--- config.mk ---
export PLATFORM = sky130hd
export DESIGN_NAME = gpio_ctrl_v2
export DESIGN_NICKNAME = d
export VERILOG_FILES = /design/src/rtl/gpio_ctrl_v2.sv
export SDC_FILE = /design/constraint.sdc
export NUM_CORES = 1
export LEC_CHECK = 0
export BUFFER_PORTS_ARGS = -buffer_cell sky130_fd_sc_hd__buf_2
export CAP_MARGIN = 15
export CORE_MARGIN = 5
export CORE_UTILIZATION = 45
export CTS_CLUSTER_SIZE = 10
export DETAILED_ROUTE_END_ITERATION = 8
export PLACE_DENSITY = 0.67
export SLEW_MARGIN = 15
export SYNTH_ARGS = -nofsm -noshare
export SYNTH_HDL_FRONTEND = slang
export SYNTH_SLANG_ARGS = --single-unit
--- constraint.sdc ---
create_clock -name clk -period 1.7 [get_ports clk]
set_input_delay 0.085 -clock clk [delete_from_list [all_inputs] [get_ports clk]]
set_output_delay 0.085 -clock clk [all_outputs]
set_load 0.05 [all_outputs]
--- src/rtl/gpio_ctrl_v2.sv ---
// Memory-mapped GPIO controller: per-pin direction/enable/mask, atomic toggle,
// synchronised inputs and rise/fall edge capture into a W1C status with level irq.
module gpio_ctrl_v2 #(
   parameter int                PIN         = 8,
   parameter int                ADDR_W      = 7,
   parameter logic [ADDR_W-1:0] BASE        = 7'h78,
   parameter int                SYNC_STAGES = 2
) (
   input  logic              clk,
   input  logic              rst_n,
   input  logic [ADDR_W-1:0] addr,
   input  logic              wen,
   input  logic [31:0]       wdata,
   output logic [31:0]       rdata,
   input  logic [PIN-1:0]    gpio_in,
   output logic [PIN-1:0]    gpio_out,
   output logic [PIN-1:0]    gpio_oe,
   output logic              irq
);

   localparam logic [2:0] OFF_DIR    = 3'd0;
   localparam logic [2:0] OFF_OUT    = 3'd1;
   localparam logic [2:0] OFF_MASK   = 3'd2;
   localparam logic [2:0] OFF_IN     = 3'd3;
   localparam logic [2:0] OFF_RISE   = 3'd4;
   localparam logic [2:0] OFF_FALL   = 3'd5;
   localparam logic [2:0] OFF_STATUS = 3'd6;
   localparam logic [2:0] OFF_TOGGLE = 3'd7;

   logic                              w_hit;
   logic [2:0]                        w_off;
   logic                              w_we;
   logic [PIN-1:0]                    w_wd;
   logic [PIN-1:0]                    w_sync;
   logic [PIN-1:0]                    w_rise;
   logic [PIN-1:0]                    w_fall;
   logic [PIN-1:0]                    w_clr;
   logic                              w_unused;

   logic [PIN-1:0]                    r_dir;
   logic [PIN-1:0]                    r_out;
   logic [PIN-1:0]                    r_mask;
   logic [PIN-1:0]                    r_rise_en;
   logic [PIN-1:0]                    r_fall_en;
   logic [PIN-1:0]                    r_status;
   logic [PIN-1:0]                    r_prev;
   logic [SYNC_STAGES-1:0][PIN-1:0]   r_sync;

   assign w_hit    = (addr[ADDR_W-1:3] == BASE[ADDR_W-1:3]);
   assign w_off    = addr[2:0];
   assign w_we     = wen & w_hit;
   assign w_wd     = wdata[PIN-1:0];
   // upper data bits are don't-care for narrow configurations
   assign w_unused = ^wdata;

   assign w_sync = r_sync[SYNC_STAGES-1];
   assign w_rise = w_sync & ~r_prev;
   assign w_fall = ~w_sync & r_prev;
   assign w_clr  = (w_we && (w_off == OFF_STATUS)) ? w_wd : '0;

   always_ff @(posedge clk or negedge rst_n) begin
      if (!rst_n) begin
         r_sync <= '0;
         r_prev <= '0;
      end else begin
         r_sync <= {r_sync[SYNC_STAGES-2:0], gpio_in};
         r_prev <= w_sync;
      end
   end

   always_ff @(posedge clk or negedge rst_n) begin
      if (!rst_n) begin
         r_dir     <= '0;
         r_out     <= '0;
         r_mask    <= '0;
         r_rise_en <= '0;
         r_fall_en <= '0;
      end else if (w_we) begin
         case (w_off)
            OFF_DIR:    r_dir     <= w_wd;
            OFF_OUT:    r_out     <= w_wd;
            OFF_MASK:   r_mask    <= w_wd;
            OFF_RISE:   r_rise_en <= w_wd;
            OFF_FALL:   r_fall_en <= w_wd;
            OFF_TOGGLE: r_out     <= r_out ^ w_wd;
            default:    ;
         endcase
      end
   end

   // a fresh edge outranks a simultaneous write-1-to-clear
   always_ff @(posedge clk or negedge rst_n) begin
      if (!rst_n) begin
         r_status <= '0;
      end else begin
         r_status <= (r_status & ~w_clr) | (w_rise & r_rise_en) | (w_fall & r_fall_en);
      end
   end

   always_comb begin
      rdata = '0;
      if (w_hit) begin
         case (w_off)
            OFF_DIR:    rdata[PIN-1:0] = r_dir;
            OFF_OUT:    rdata[PIN-1:0] = r_out;
            OFF_MASK:   rdata[PIN-1:0] = r_mask;
            OFF_IN:     rdata[PIN-1:0] = w_sync;
            OFF_RISE:   rdata[PIN-1:0] = r_rise_en;
            OFF_FALL:   rdata[PIN-1:0] = r_fall_en;
            OFF_STATUS: rdata[PIN-1:0] = r_status;
            default:    rdata          = '0;
         endcase
      end
   end

   assign gpio_oe  = r_dir;
   assign gpio_out = r_out & r_mask & r_dir;
   assign irq      = |r_status;

endmodule
==> results.txt <==
The signal on the critical path passes through mux2_2 > a32oi_2 > a31oi_2 > buf_4. From synthesis to final layout, the design area changed by 22.81%. The count of synthesis-stage warnings from yosys came out at 0. The cell area after synthesis came out at 3610 um^2. The number of rows in the core area is 32. The most used flip-flop cell after synthesis is dfrtp_1. For this run, the total global-route usage over all layers was measured as 0.1825. The register area came out at 1803 um^2. The library cells used most frequently in the layout, excluding fill and tap cells, are 71 x dfrtp_1, 41 x buf_2, 36 x mux2_2. The analysis attributes to cell leakage a power of 2.119 nW. After the last flow step, the layout net total stands at 439.

The H-tree generated during clock tree synthesis spans 3 levels. For this design the top-level I/O count stands at 99. The horizontal die dimension is 99.57 um.

In the final layout, the multi-input gates occupy 1675 um^2. The count of endpoints failing setup in the final report is 0. At the worst endpoint, the arrival time is 1570 ps. The clock buffer count from CTS is 9. The number of global-route vias before repair came out at 2739. The gate family responsible for the most delay along the worst path is flip-flops. The share of flip-flops with an asynchronous set or reset came out at 1.000. In this run the critical register-to-register path is captured at r_out[6]. In this run the register-to-register setup slack is 640 ps. The starting density of the core came out at 0.4647.

The number of nets with antenna violations after routing is 0. The depth of the most critical reg-to-reg path came out at 4. The count of flip-flops with a built-in enable after synthesis came out at 0. In this run the tool buffered the top-level ports with 50 buffer cells.

At the end of routability-driven placement, the weighted congestion stood at 0.8682. The clock insertion delay at the later pin of the skew report is 350 ps. The shortest period the worst path allows is 1656 ps. The average wire per cell in the routed design is 17.44 um.

The number of buffers and inverters on the critical path is 1. The placed wire-length estimate is 6092 um. The average size of a mapped cell is 11.80 um^2.

In this run the worst setup path begins at r_out[6]. The delay of the slowest cell on the worst path came out at 440 ps. The highest ir drop seen on vdd came out at 0.0005800 V. The total power per unit cell area is 976.7 nW/um^2. The worst hold path cell count came out at 2.

After global routing the overflow that remains totals 0. The startpoint identified for the worst register-to-register timing path is r_out[6]. The flow ran to the end, and the final reports show no timing, DRC or antenna violations. The most common cell after layout, fill and taps aside is dfrtp_1.

The die covers 9913 um^2. TritonCTS built the clock tree. The initial DRC count came out at 102.

The number of sinks on the clock net came out at 72. The path class of the tightest hold or removal check is primary input to flip-flop. Setup slack closes at 43.98 ps.

The count of endpoints failing hold in the final timing report came to 0. The largest net degree at the start of global routing is 43. The design draws 4.330 mW. The achievable clock frequency is 603.9 MHz. The routed wire length came out at 8652 um. The path with the worst hold slack has its endpoint at r_fall_en[1]. Counting flops and latches in the post-synthesis netlist gives 72. The die height came out at 99.57 um. The endpoint required time on the critical path came out at 1620 ps. The total count of max-transition violations in the final report came out at 0. After clock tree synthesis, the clock-pin slew on the worst setup and hold paths is 70 ps. The nature of the critical path endpoint is an output port. The deepest clock path buffer count is 2. The number of antenna repair diodes came out at 0.

The cell with the largest stage delay on the worst path is dfrtp_2. The total vias in the final route is 2653. The worst setup path is launched from a flip-flop. The number of distinct library cells after synthesis is 41. The tree is rooted in a clkbuf_8. The sum of negative setup slack came out at 0 ps. Prior to clock tree synthesis, the placed netlist has a worst setup slack of 80.69 ps. The routed via count divided by cell count is 5.349. For this run, the register share of the synthesized area comes to 0.4991. The fraction of final layout cells with drive strength greater than 1 came out at 0.3985. Synthesis produced a netlist whose cell count is 306. For this run, the detailed router's first-pass iteration total came to 4.

The largest clock skew in the final design is 5.187 ps. The core area came out at 7767 um^2. Across the run, the number of max-cap violations was 0. The initial antenna violation count is 0. In the routed design, unresolved DRC markers number 0. The final instance area is 4433 um^2. Of all nets on the critical path, the largest fanout is 6.

The worst setup path is of the flip-flop to output port kind. The global-route wire length before repair came out at 14070 um. Setup repair after global routing could not meet its margin everywhere. Of the available clock period, the critical path in the final layout requires 0.9741.

The origin of the worst min-delay path is wdata[1]. The filler cell count in the final layout is 679. The instance area after placement is 4004 um^2.
[logic make-up (layout without fill, tap and decap cells)]
group | Yosys count | in the layout | synth area share
DFF | 72 | 72 | 0.4991
AOI/OAI and AO/OA | 62 | 62 | 0.1078
and+or+nand+nor | 81 | 81 | 0.1442
other | 1 | 24 | 0.001039
muxes | 50 | 50 | 0.1643
buffers and inverters | 40 | 105 | 0.08354
[state kept, by name, indices dropped and copies added (netlist names)]
signal     flops
w_sync         8
r_mask         8
r_prev         8
r_status       8
r_rise_en      8
gpio_oe        8
r_fall_en      8
r_out          8
r_sync         8
[stage by stage]
stage / instances / hold WS (ps) / utilization
final: 496 / 76.23 / 0.5707
after global routing: 496 / 74.43 / 0.5707
after CTS: 492 / 60.12 / 0.5588
after detailed placement: 465 / 51.12 / 0.5155
after global placement: 465 / 48.04 / 0.5155
after floorplan: 329 / -210.6 / -
[layout make-up]
type                       count  share of cell area
clock buffer                  10             0.02879
clock inverter                 6             0.01891
inverter                       2            0.001693
multi-input combinational    217              0.3779
sequential                    72              0.4067
tap                          102             0.02879
timing repair buffer          87              0.1372
[synthesized netlist by cell type (all sizes together) (2+ instances only)]
library cell	count	area, um^2
a21oi	18	90.09
nand2	23	86.33
mux4	3	67.56
nand4	3	48.80
a32oi	4	35.03
a21o	8	60.06
nor3	3	15.01
o21ai	17	85.08
nor4	2	12.51
and3	11	68.82
a311oi	3	26.28
mux2i	9	90.09
nand3	11	67.57
mux2	38	435.4
nand4b	2	32.53
nand3b	9	67.56
a31oi	5	31.28
a211o	3	26.28
buf	38	294.0
nor2	9	36.29
dfrtp	72	1802
and4	2	17.52
inv	2	7.510
[worst max-delay path by stage]
stage                              end  slack (ps)  cells after the start
final                         rdata[6]          40                      4
after global routing          rdata[6]         -20                      5
after CTS                     rdata[5]           4                      4
after detailed placement  r_rise_en[1]          80                      4
after global placement    r_rise_en[3]          90                      4
after floorplan               rdata[1]           8                      3
[worst register-to-register path: stages, from the launching register on]
cell and delay (ps):
dfrtp_2 410, and3_1 180, and3b_1 170, mux2i_1 120
nand2_1 60
[metal layers]
metal | GRT usage | up-vias | wire [um]
met3 | 0.05049 | 13 | 588
met5 | 0 | - | 0
met4 | 0.07458 | 0 | 140
met1 | 0.2403 | 1308 | 3815
met2 | 0.2846 | 90 | 4106
li1 | - | 1242 | -
[power breakdown]
group	internal [mW]	switching (mW)	total (mW)	leakage, nW
clock	0.821	0.634	1.46	0.110
sequential	1.91	0.165	2.07	0.903
combinational	0.336	0.467	0.803	1.11
[timing repair]
action,in CTS,in global routing
buffers inserted,2,4
gates resized for setup,7,19
hold endpoints to repair,38,0
hold buffers,9,0
pin swaps,0,3
endpoints found under the setup margin,5,9
No activity file was read; power rests on OpenSTA's default activity.
